[src/rtl/rect_fill_scheduler.sv]
// Round-robin scheduler that lets several requesters take turns filling solid
// rectangles through the single pixel-write port of the VGA adapter.
module rect_fill_scheduler #(
    parameter int NREQ = 4,
    parameter int nX   = 10,
    parameter int nY   = 9,
    parameter int CW   = 9,
    parameter int XMAX = 640,
    parameter int YMAX = 480
) (
    input  logic                       clock,
    input  logic                       reset,
    input  logic [NREQ-1:0]            req,
    input  logic [NREQ*nX-1:0]         req_x0,
    input  logic [NREQ*nY-1:0]         req_y0,
    input  logic [NREQ*nX-1:0]         req_w,
    input  logic [NREQ*nY-1:0]         req_h,
    input  logic [NREQ*CW-1:0]         req_color,
    output logic [NREQ-1:0]            ack,
    output logic                       busy,
    output logic [$clog2(NREQ)-1:0]    grant_id,
    output logic [nX-1:0]              vga_x,
    output logic [nY-1:0]              vga_y,
    output logic [CW-1:0]              vga_color,
    output logic                       vga_write
);

    localparam int IW = $clog2(NREQ);
    localparam logic [nX:0] XLIM = XMAX[nX:0];
    localparam logic [nY:0] YLIM = YMAX[nY:0];

    typedef enum logic [1:0] {IDLE, DRAW, DONE} state_t;

    state_t          state, state_nx;
    logic [IW-1:0]   ptr;
    logic [nX-1:0]   x0_r, w_r, col, col_nx;
    logic [nY-1:0]   y0_r, h_r, row, row_nx;
    logic [CW-1:0]   color_r;

    logic [IW-1:0]   pick;
    logic            any;
    logic [nX-1:0]   sel_x0, sel_w;
    logic [nY-1:0]   sel_y0, sel_h;
    logic [CW-1:0]   sel_color;
    logic            sel_empty, end_col, last;
    logic [nX:0]     px;
    logic [nY:0]     py;

    // First set request at or above ptr, wrapping; lower loop index wins.
    always_comb begin
        pick = '0;
        any  = 1'b0;
        for (int i = NREQ - 1; i >= 0; i--) begin
            if (req[(int'(ptr) + i) % NREQ]) begin
                pick = IW'((int'(ptr) + i) % NREQ);
                any  = 1'b1;
            end
        end
    end

    assign sel_x0    = req_x0[int'(pick)*nX +: nX];
    assign sel_y0    = req_y0[int'(pick)*nY +: nY];
    assign sel_w     = req_w[int'(pick)*nX +: nX];
    assign sel_h     = req_h[int'(pick)*nY +: nY];
    assign sel_color = req_color[int'(pick)*CW +: CW];
    assign sel_empty = (sel_w == '0) || (sel_h == '0);

    // Output registers always hold the pixel for the current counters, so the
    // next pixel is computed one step ahead from the advanced counters.
    assign end_col = (col == w_r - 1'b1);
    assign last    = end_col && (row == h_r - 1'b1);
    assign col_nx  = end_col ? '0 : col + 1'b1;
    assign row_nx  = end_col ? row + 1'b1 : row;
    assign px      = {1'b0, x0_r} + {1'b0, col_nx};
    assign py      = {1'b0, y0_r} + {1'b0, row_nx};

    always_comb begin
        state_nx = state;
        case (state)
            IDLE: if (any) state_nx = sel_empty ? DONE : DRAW;
            DRAW: if (last) state_nx = DONE;
            DONE: state_nx = IDLE;
            default: state_nx = IDLE;
        endcase
    end

    always_comb begin
        ack = '0;
        if (state == DONE) ack[grant_id] = 1'b1;
    end

    assign busy = (state != IDLE);

    always_ff @(posedge clock or posedge reset) begin
        if (reset) begin
            state     <= IDLE;
            ptr       <= '0;
            grant_id  <= '0;
            x0_r      <= '0;
            y0_r      <= '0;
            w_r       <= '0;
            h_r       <= '0;
            color_r   <= '0;
            col       <= '0;
            row       <= '0;
            vga_x     <= '0;
            vga_y     <= '0;
            vga_color <= '0;
            vga_write <= 1'b0;
        end else begin
            state <= state_nx;
            case (state)
                IDLE: begin
                    vga_write <= 1'b0;
                    if (any) begin
                        grant_id  <= pick;
                        x0_r      <= sel_x0;
                        y0_r      <= sel_y0;
                        w_r       <= sel_w;
                        h_r       <= sel_h;
                        color_r   <= sel_color;
                        col       <= '0;
                        row       <= '0;
                        vga_x     <= sel_x0;
                        vga_y     <= sel_y0;
                        vga_color <= sel_color;
                        vga_write <= !sel_empty && ({1'b0, sel_x0} < XLIM)
                                     && ({1'b0, sel_y0} < YLIM);
                    end
                end
                DRAW: begin
                    if (last) begin
                        vga_write <= 1'b0;
                    end else begin
                        col       <= col_nx;
                        row       <= row_nx;
                        vga_x     <= px[nX-1:0];
                        vga_y     <= py[nY-1:0];
                        vga_color <= color_r;
                        vga_write <= (px < XLIM) && (py < YLIM);
                    end
                end
                DONE: begin
                    vga_write <= 1'b0;
                    ptr       <= (grant_id == IW'(NREQ - 1)) ? '0 : grant_id + 1'b1;
                end
                default: vga_write <= 1'b0;
            endcase
        end
    end

endmodule

[config.mk]
export PLATFORM = sky130hd
export DESIGN_NAME = rect_fill_scheduler
export DESIGN_NICKNAME = d
export VERILOG_FILES = /design/src/rtl/rect_fill_scheduler.sv
export SDC_FILE = /design/constraint.sdc
export NUM_CORES = 1
export LEC_CHECK = 0
export BUFFER_PORTS_ARGS = -buffer_cell sky130_fd_sc_hd__buf_2
export CAP_MARGIN = 20
export CORE_ASPECT_RATIO = 1.1
export CORE_MARGIN = 2
export CORE_UTILIZATION = 53
export DETAILED_ROUTE_END_ITERATION = 7
export PLACE_DENSITY = 0.82
export SYNTH_ARGS = -nofsm -noshare
export SYNTH_HDL_FRONTEND = slang
export SYNTH_SLANG_ARGS = --single-unit
export TNS_END_PERCENT = 100
[constraint.sdc]
create_clock -name clock -period 6.6 [get_ports clock]
set_clock_uncertainty 0.15 [all_clocks]
set_input_delay 1.32 -clock clock [delete_from_list [all_inputs] [get_ports clock]]
set_output_delay 1.32 -clock clock [all_outputs]
set_load 0.05 [all_outputs]
==> results.sh, run 1 <==
export IMPL_maxSlewHeadroom=0.287
export IMPL_mostFrequentLayoutCell="nand2_1"
export IMPL_cpPeakStageDelay_ns=0.61
export IMPL_cp_startpoint="w_r[0]"
export IMPL_powerDensity_nw_per_um2=317
export IMPL_grt_pass1_wl_um=35800
export IMPL_cap_violations=0
export IMPL_worst_slew_pin_transition_ns=1.07
export IMPL_port_buffers=229
export IMPL_fmaxAchievable_mhz=164
export IMPL_cts_tree="done"
export IMPL_viasPerCell=5.62
export IMPL_cts_buffer_depth=2
export IMPL_ys_types=65
export IMPL_synth_edff_count=0
export IMPL_start_util=0.548
export IMPL_synthesis_area_um2=7620
export IMPL_hold_viol=0
export IMPL_min_from="vga_x[4]"
export IMPL_ant_nets=0
export IMPL_crit_arrival_ns=6.21
export IMPL_first_pass_iters=5
export IMPL_clkTransAtPathRegs_ns=0.07
export IMPL_syn_nets=1208
export IMPL_grt_overflow=0
export IMPL_cp_cell_sequence="inv_1 -> ha_1 -> or4b_4 -> or3_4 -> a2111oi_4 -> o211ai_2 -> nor2_4 -> mux2i_1 -> inv_1 -> ha_1 -> a21o_1 -> a211o_1 -> a2111oi_1 -> o31ai_1 -> or4b_2 -> a41o_1 -> a2111oi_0 -> mux2i_1 -> o211ai_1"
export IMPL_avgSynthCellArea_um2=7.73
export IMPL_diodes=0
export IMPL_grt_pass1_vias=7315
export IMPL_cts_sinks=101
export IMPL_cts_buffers=9
export IMPL_setup_viol=0
export IMPL_dp_cells=1352
export IMPL_end_kind="flop"
export IMPL_startpoint_type="flop"
export IMPL_critPathBufInv=2
export IMPL_layout_drive_gt1_share=0.255
export IMPL_final_util=0.664
export IMPL_rows=45
export IMPL_finalCritPeriodShare=0.924
export IMPL_die_h_um=130
export IMPL_synth_top_flop_cell="dfrtp_1"
export IMPL_hpwl_um=16700
export IMPL_ys_ff_latch=101
export IMPL_final_cells=1373
export IMPL_async_flop_share=1.00
export IMPL_core_area_um2=13900
export IMPL_grt_max_degree=92
export IMPL_cts_htree_levels=3
export IMPL_vias=7712
export IMPL_critical_path_slowest_cell="or4b_2"
export IMPL_totalWireLength_um=21900
export IMPL_root_buffer="clkbuf_16"
export IMPL_place_area_um2=8860
export IMPL_grtUsageTotal=0.289
export IMPL_wl_per_cell_um=16.0
export IMPL_ys_warn_count=0
export IMPL_ys_seq_area_frac=0.332
export IMPL_finalCriticalPeriod_ns=6.10
export IMPL_grt_antenna_before_repair=0
export IMPL_holdBufCountCts=0
export IMPL_setup_tns_ns=0
export IMPL_drtIter0Drc=629
export IMPL_r2r_start="w_r[0]"
export IMPL_synth_cells=986
export IMPL_drc=0
export IMPL_pin_count=230
export IMPL_hold_path_class="flop to flop"
export IMPL_timing_hold_ws_ns=0.322
export IMPL_fin_area_um2=9240
export IMPL_rsz0062_at_grt="false"
export IMPL_fin_nets=1402
export IMPL_area_growth_pct=21.2
export IMPL_ir_drop_mv=0.176
export IMPL_gp_congestion=0.905
export IMPL_cp_top_family="compound AO/OA/AOI/OAI gates"
export IMPL_crit_type="flop to flop"
export IMPL_required_ns=6.71
export IMPL_leakage_uw=0.00461
export IMPL_dieArea_um2=15400
export IMPL_crit_fanout=5
export IMPL_slew_violations=0
export IMPL_insertion_delay_ns=0.34
export IMPL_final_cell_mix="nand2_1 (236), buf_2 (229), dfrtp_1 (101)"
export IMPL_status="complete, no violations"
export IMPL_die_w_um=118
-- state kept, by name, indices dropped and copies added, names as in the netlist, 9 cells and up --
signal and flops:
col 10, vga_x 10, w_r 10, x0_r 10
color_r 9, h_r 9, row 9, vga_color 9
vga_y 9, y0_r 9
-- path summary, 6_finish.rpt --
| path | endpoint | slack, ns | depth (start not counted) |
|---|---|---|---|
| max | vga_write | 0.50 | 19 |
| max in group asynchronous | w_r[1] | 4.69 | 4 |
| min in group asynchronous | x0_r[3] | 0.75 | 2 |
| min reg2reg | vga_x[4] | 0.32 | 2 |
| max reg2reg | vga_write | 0.50 | 19 |
| min | vga_x[4] | 0.32 | 2 |
-- stage by stage --
stage	setup slack (ns)	total power (uW)
after detailed placement	0.340	2360
final	0.500	2930
after global routing	0.124	3130
after CTS	0.301	2920
after floorplan	0.806	1990
after global placement	0.543	2320
-- where the power goes --
group          total, uW  switching (uW)  internal [uW]  leakage (uW)
Combinational       1400             879            526       0.00319
Sequential           967             169            798       0.00127
Clock                556             239            317      0.000153
-- synthesized netlist by cell type (7+ instances only) --
master | number | share of area
mux2_2 | 15 | 0.022
a21oi_1 | 39 | 0.026
nor3_1 | 9 | 0.0059
and3_1 | 8 | 0.0066
nand3_1 | 76 | 0.050
o21ai_0 | 85 | 0.056
a21o_1 | 10 | 0.0099
clkbuf_1 | 45 | 0.022
nor2b_1 | 11 | 0.0090
buf_1 | 7 | 0.0034
nor2_1 | 58 | 0.029
ha_1 | 26 | 0.043
inv_1 | 32 | 0.016
xor2_1 | 18 | 0.021
mux2i_1 | 26 | 0.034
dfrtp_1 | 101 | 0.33
o211ai_1 | 36 | 0.035
a22o_1 | 7 | 0.0080
nand2_1 | 236 | 0.12
xnor2_1 | 37 | 0.043
-- area by class of cell --
type	instances	area, um2
Clock buffer	12	256
Clock inverter	4	56.3
Fill cell	1277	4670
Inverter	32	123
Multi-Input combinational cell	793	4760
Sequential cell	101	2530
Tap cell	188	235
Timing Repair Buffer	243	1280
-- worst register-to-register path, stage by stage (launching register included) --
cell	delay (ns)
dfrtp_1	0.42
inv_1	0.10
ha_1	0.20
or4b_4	0.50
or3_4	0.41
a2111oi_4	0.42
o211ai_2	0.23
nor2_4	0.21
mux2i_1	0.36
inv_1	0.08
ha_1	0.28
a21o_1	0.19
a211o_1	0.31
a2111oi_1	0.44
o31ai_1	0.14
or4b_2	0.61
a41o_1	0.27
a2111oi_0	0.41
mux2i_1	0.16
o211ai_1	0.13
-- cells by family after synthesis --
group                    after synthesis  synth area share
flip-flops                           101             0.332
XOR/XNOR                              55            0.0632
AO/OA/AOI/OAI                        219             0.182
multiplexers                          43            0.0622
buffers and inverters                 92            0.0473
adder cells (fa/ha/maj)               29            0.0493
AND/OR/NAND/NOR                      447             0.265
-- routing by layer --
layer / GRT usage / share of wire / wire length [um] / vias to the layer above
li1: - / - / - / 3796
met5: 0 / 0 / 0 / -
met4: 0.101 / 0.026 / 561 / 0
met1: 0.377 / 0.43 / 9530 / 3594
met2: 0.493 / 0.48 / 10600 / 282
met3: 0.0468 / 0.057 / 1260 / 40
-- timing repair --
action                                  in CTS  in global routing
buffers inserted                             0                  3
resized for setup                            0                  1
endpoints found under the hold margin        0                  0
endpoints found under the setup margin       0                  1
Power figures use the tool's default switching activity.
==> run 2, diff against run 1 <==
--- a/config.mk
+++ b/config.mk
@@ -12,6 +12,7 @@
 export CORE_UTILIZATION = 53
 export DETAILED_ROUTE_END_ITERATION = 7
 export PLACE_DENSITY = 0.82
+export REMOVE_ABC_BUFFERS = 1
 export SYNTH_ARGS = -nofsm -noshare
 export SYNTH_HDL_FRONTEND = slang
 export SYNTH_SLANG_ARGS = --single-unit
==> results.sh, run 2 (same netlist as run 1, synthesis figures left out) <==
export IMPL_ant_nets=0
export IMPL_area_growth_pct=21.2
export IMPL_post_place_ws_ns=0.499
export IMPL_start_util=0.548
export IMPL_powerDensity_nw_per_um2=317
export IMPL_dieArea_um2=15400
export IMPL_min_from="vga_x[5]"
export IMPL_vias=7590
export IMPL_reg2reg_depth=19
export IMPL_cts_sinks=101
export IMPL_post_cts_setup_buffer_count=0
export IMPL_dp_cells=1353
export IMPL_clkTransAtPathRegs_ns=0.07
export IMPL_port_buffers=229
export IMPL_fin_nets=1400
export IMPL_holdBufCountCts=0
export IMPL_maxSlewHeadroom=0.352
export IMPL_slew_violations=0
export IMPL_cts_htree_levels=3
export IMPL_rows=45
export IMPL_viasPerCell=5.54
export IMPL_r2r_start="w_r[0]"
export IMPL_fmaxAchievable_mhz=162
export IMPL_hold_path_class="flop to flop"
export IMPL_hpwl_um=14700
export IMPL_regArea_um2=2530
export IMPL_min_delay_path_depth=2
export IMPL_end_kind="flop"
export IMPL_rsz0062_at_grt="false"
export IMPL_drc=0
export IMPL_mostFrequentLayoutCell="nand2_1"
export IMPL_cts_buffer_depth=2
export IMPL_required_ns=6.72
export IMPL_fin_area_um2=9240
export IMPL_gp_congestion=0.911
export IMPL_hold_path_end="vga_x[5]"
export IMPL_worst_slew_pin_transition_ns=0.972
export IMPL_final_cell_mix="nand2_1 (236), buf_2 (229), dfrtp_1 (101)"
export IMPL_hold_viol=0
export IMPL_root_buffer="clkbuf_16"
export IMPL_drtIter0Drc=518
export IMPL_leakage_uw=0.00461
export IMPL_crit_arrival_ns=6.31
export IMPL_die_w_um=118
export IMPL_startpoint_type="flop"
export IMPL_first_pass_iters=5
export IMPL_crit_fanout=5
export IMPL_die_h_um=130
export IMPL_ir_drop_mv=0.313
export IMPL_fin_ws_ns=0.410
export IMPL_multi_input_comb_area_um2=4760
export IMPL_setup_viol=0
export IMPL_pin_count=230
export IMPL_r2r_end="vga_write"
export IMPL_finalCritPeriodShare=0.938
export IMPL_grt_pass1_vias=7320
export IMPL_cap_violations=0
export IMPL_cts_buffers=9
export IMPL_grtUsageTotal=0.271
export IMPL_grt_antenna_before_repair=0
export IMPL_final_cells=1371
export IMPL_cp_startpoint="w_r[0]"
export IMPL_status="complete, no violations"
export IMPL_rrSetupSlack_ns=0.41
export IMPL_core_area_um2=13900
export IMPL_grt_max_degree=85
export IMPL_cts_tree="done"
export IMPL_insertion_delay_ns=0.35
export IMPL_totalWireLength_um=20500
export IMPL_grt_pass1_wl_um=34200
export IMPL_crit_type="flop to flop"
export IMPL_diodes=0
export IMPL_finalCriticalPeriod_ns=6.19
export IMPL_grt_overflow=0
export IMPL_wl_per_cell_um=15.0
export IMPL_nFillCells=1211
export IMPL_cts_resized=0
export IMPL_place_area_um2=8860
export IMPL_layout_drive_gt1_share=0.254
run 2: cell count changes in the layout (fill, tap and decap cells not counted):
| cell | delta |
|---|---|
| buf_12 | +1 |
| a2111oi_0 | +1 |
| buf_4 | -2 |
| a2111oi_1 | -1 |
| buf_8 | -1 |
| clkinv_2 | +2 |
| bufinv_16 | +1 |
| clkinv_4 | -3 |
run 2: how the worst max path moves through the flow:
stage,slack [ns],to
after floorplan,-1.88,vga_write
after global routing,0.005,vga_write
after global placement,0.72,vga_write
after detailed placement,0.50,vga_write
final,0.41,vga_write
after CTS,0.45,vga_write
run 2: stage by stage:
stage / hold WS, ns / util / setup TNS, ns / power [uW]
floorplan: 0.300 / - / -94.59 / 1980
detailed placement: 0.315 / 0.637 / 0 / 2340
global placement: 0.307 / 0.637 / 0 / 2300
CTS: 0.329 / 0.661 / 0 / 2930
global route: 0.351 / 0.664 / 0 / 3140
finish: 0.323 / 0.664 / 0 / 2930
run 2: area by class of cell:
type,count,area share
Clock buffer,12,0.0278
Clock inverter,4,0.00758
Sequential cell,101,0.274
Timing Repair Buffer,241,0.137
Multi-Input combinational cell,793,0.515
Tap cell,188,0.0255
Inverter,32,0.0133
run 2: metal layers:
layer / vias up / part of all wire / routed length (um) / track usage
met5: - / 0 / 0 / 0
met4: 0 / 0.017 / 342 / 0.0801
met3: 30 / 0.042 / 866 / 0.0481
met2: 194 / 0.52 / 10600 / 0.491
met1: 3566 / 0.42 / 8670 / 0.334
li1: 3800 / - / - / -
run 2: worst max-delay path, cell delays in order, from the launching register on:
cell and delay [ns]:
dfrtp_1 0.42, inv_1 0.09, ha_1 0.20, or4b_4 0.49, or3_4 0.41, a2111oi_4 0.42
o211ai_2 0.24, nor2_4 0.21, mux2i_1 0.35, inv_1 0.08, ha_1 0.28, a21o_1 0.20
a211o_1 0.31, a2111oi_0 0.54, o31ai_1 0.17, or4b_2 0.62, a41o_1 0.25, a2111oi_0 0.44
mux2i_1 0.13, o211ai_1 0.10
run 2: report_power, final:
part | internal, uW | switching, uW | total [uW]
Clock | 352 | 230 | 582
Combinational | 526 | 856 | 1380
Sequential | 798 | 164 | 963
Total | 1680 | 1250 | 2930
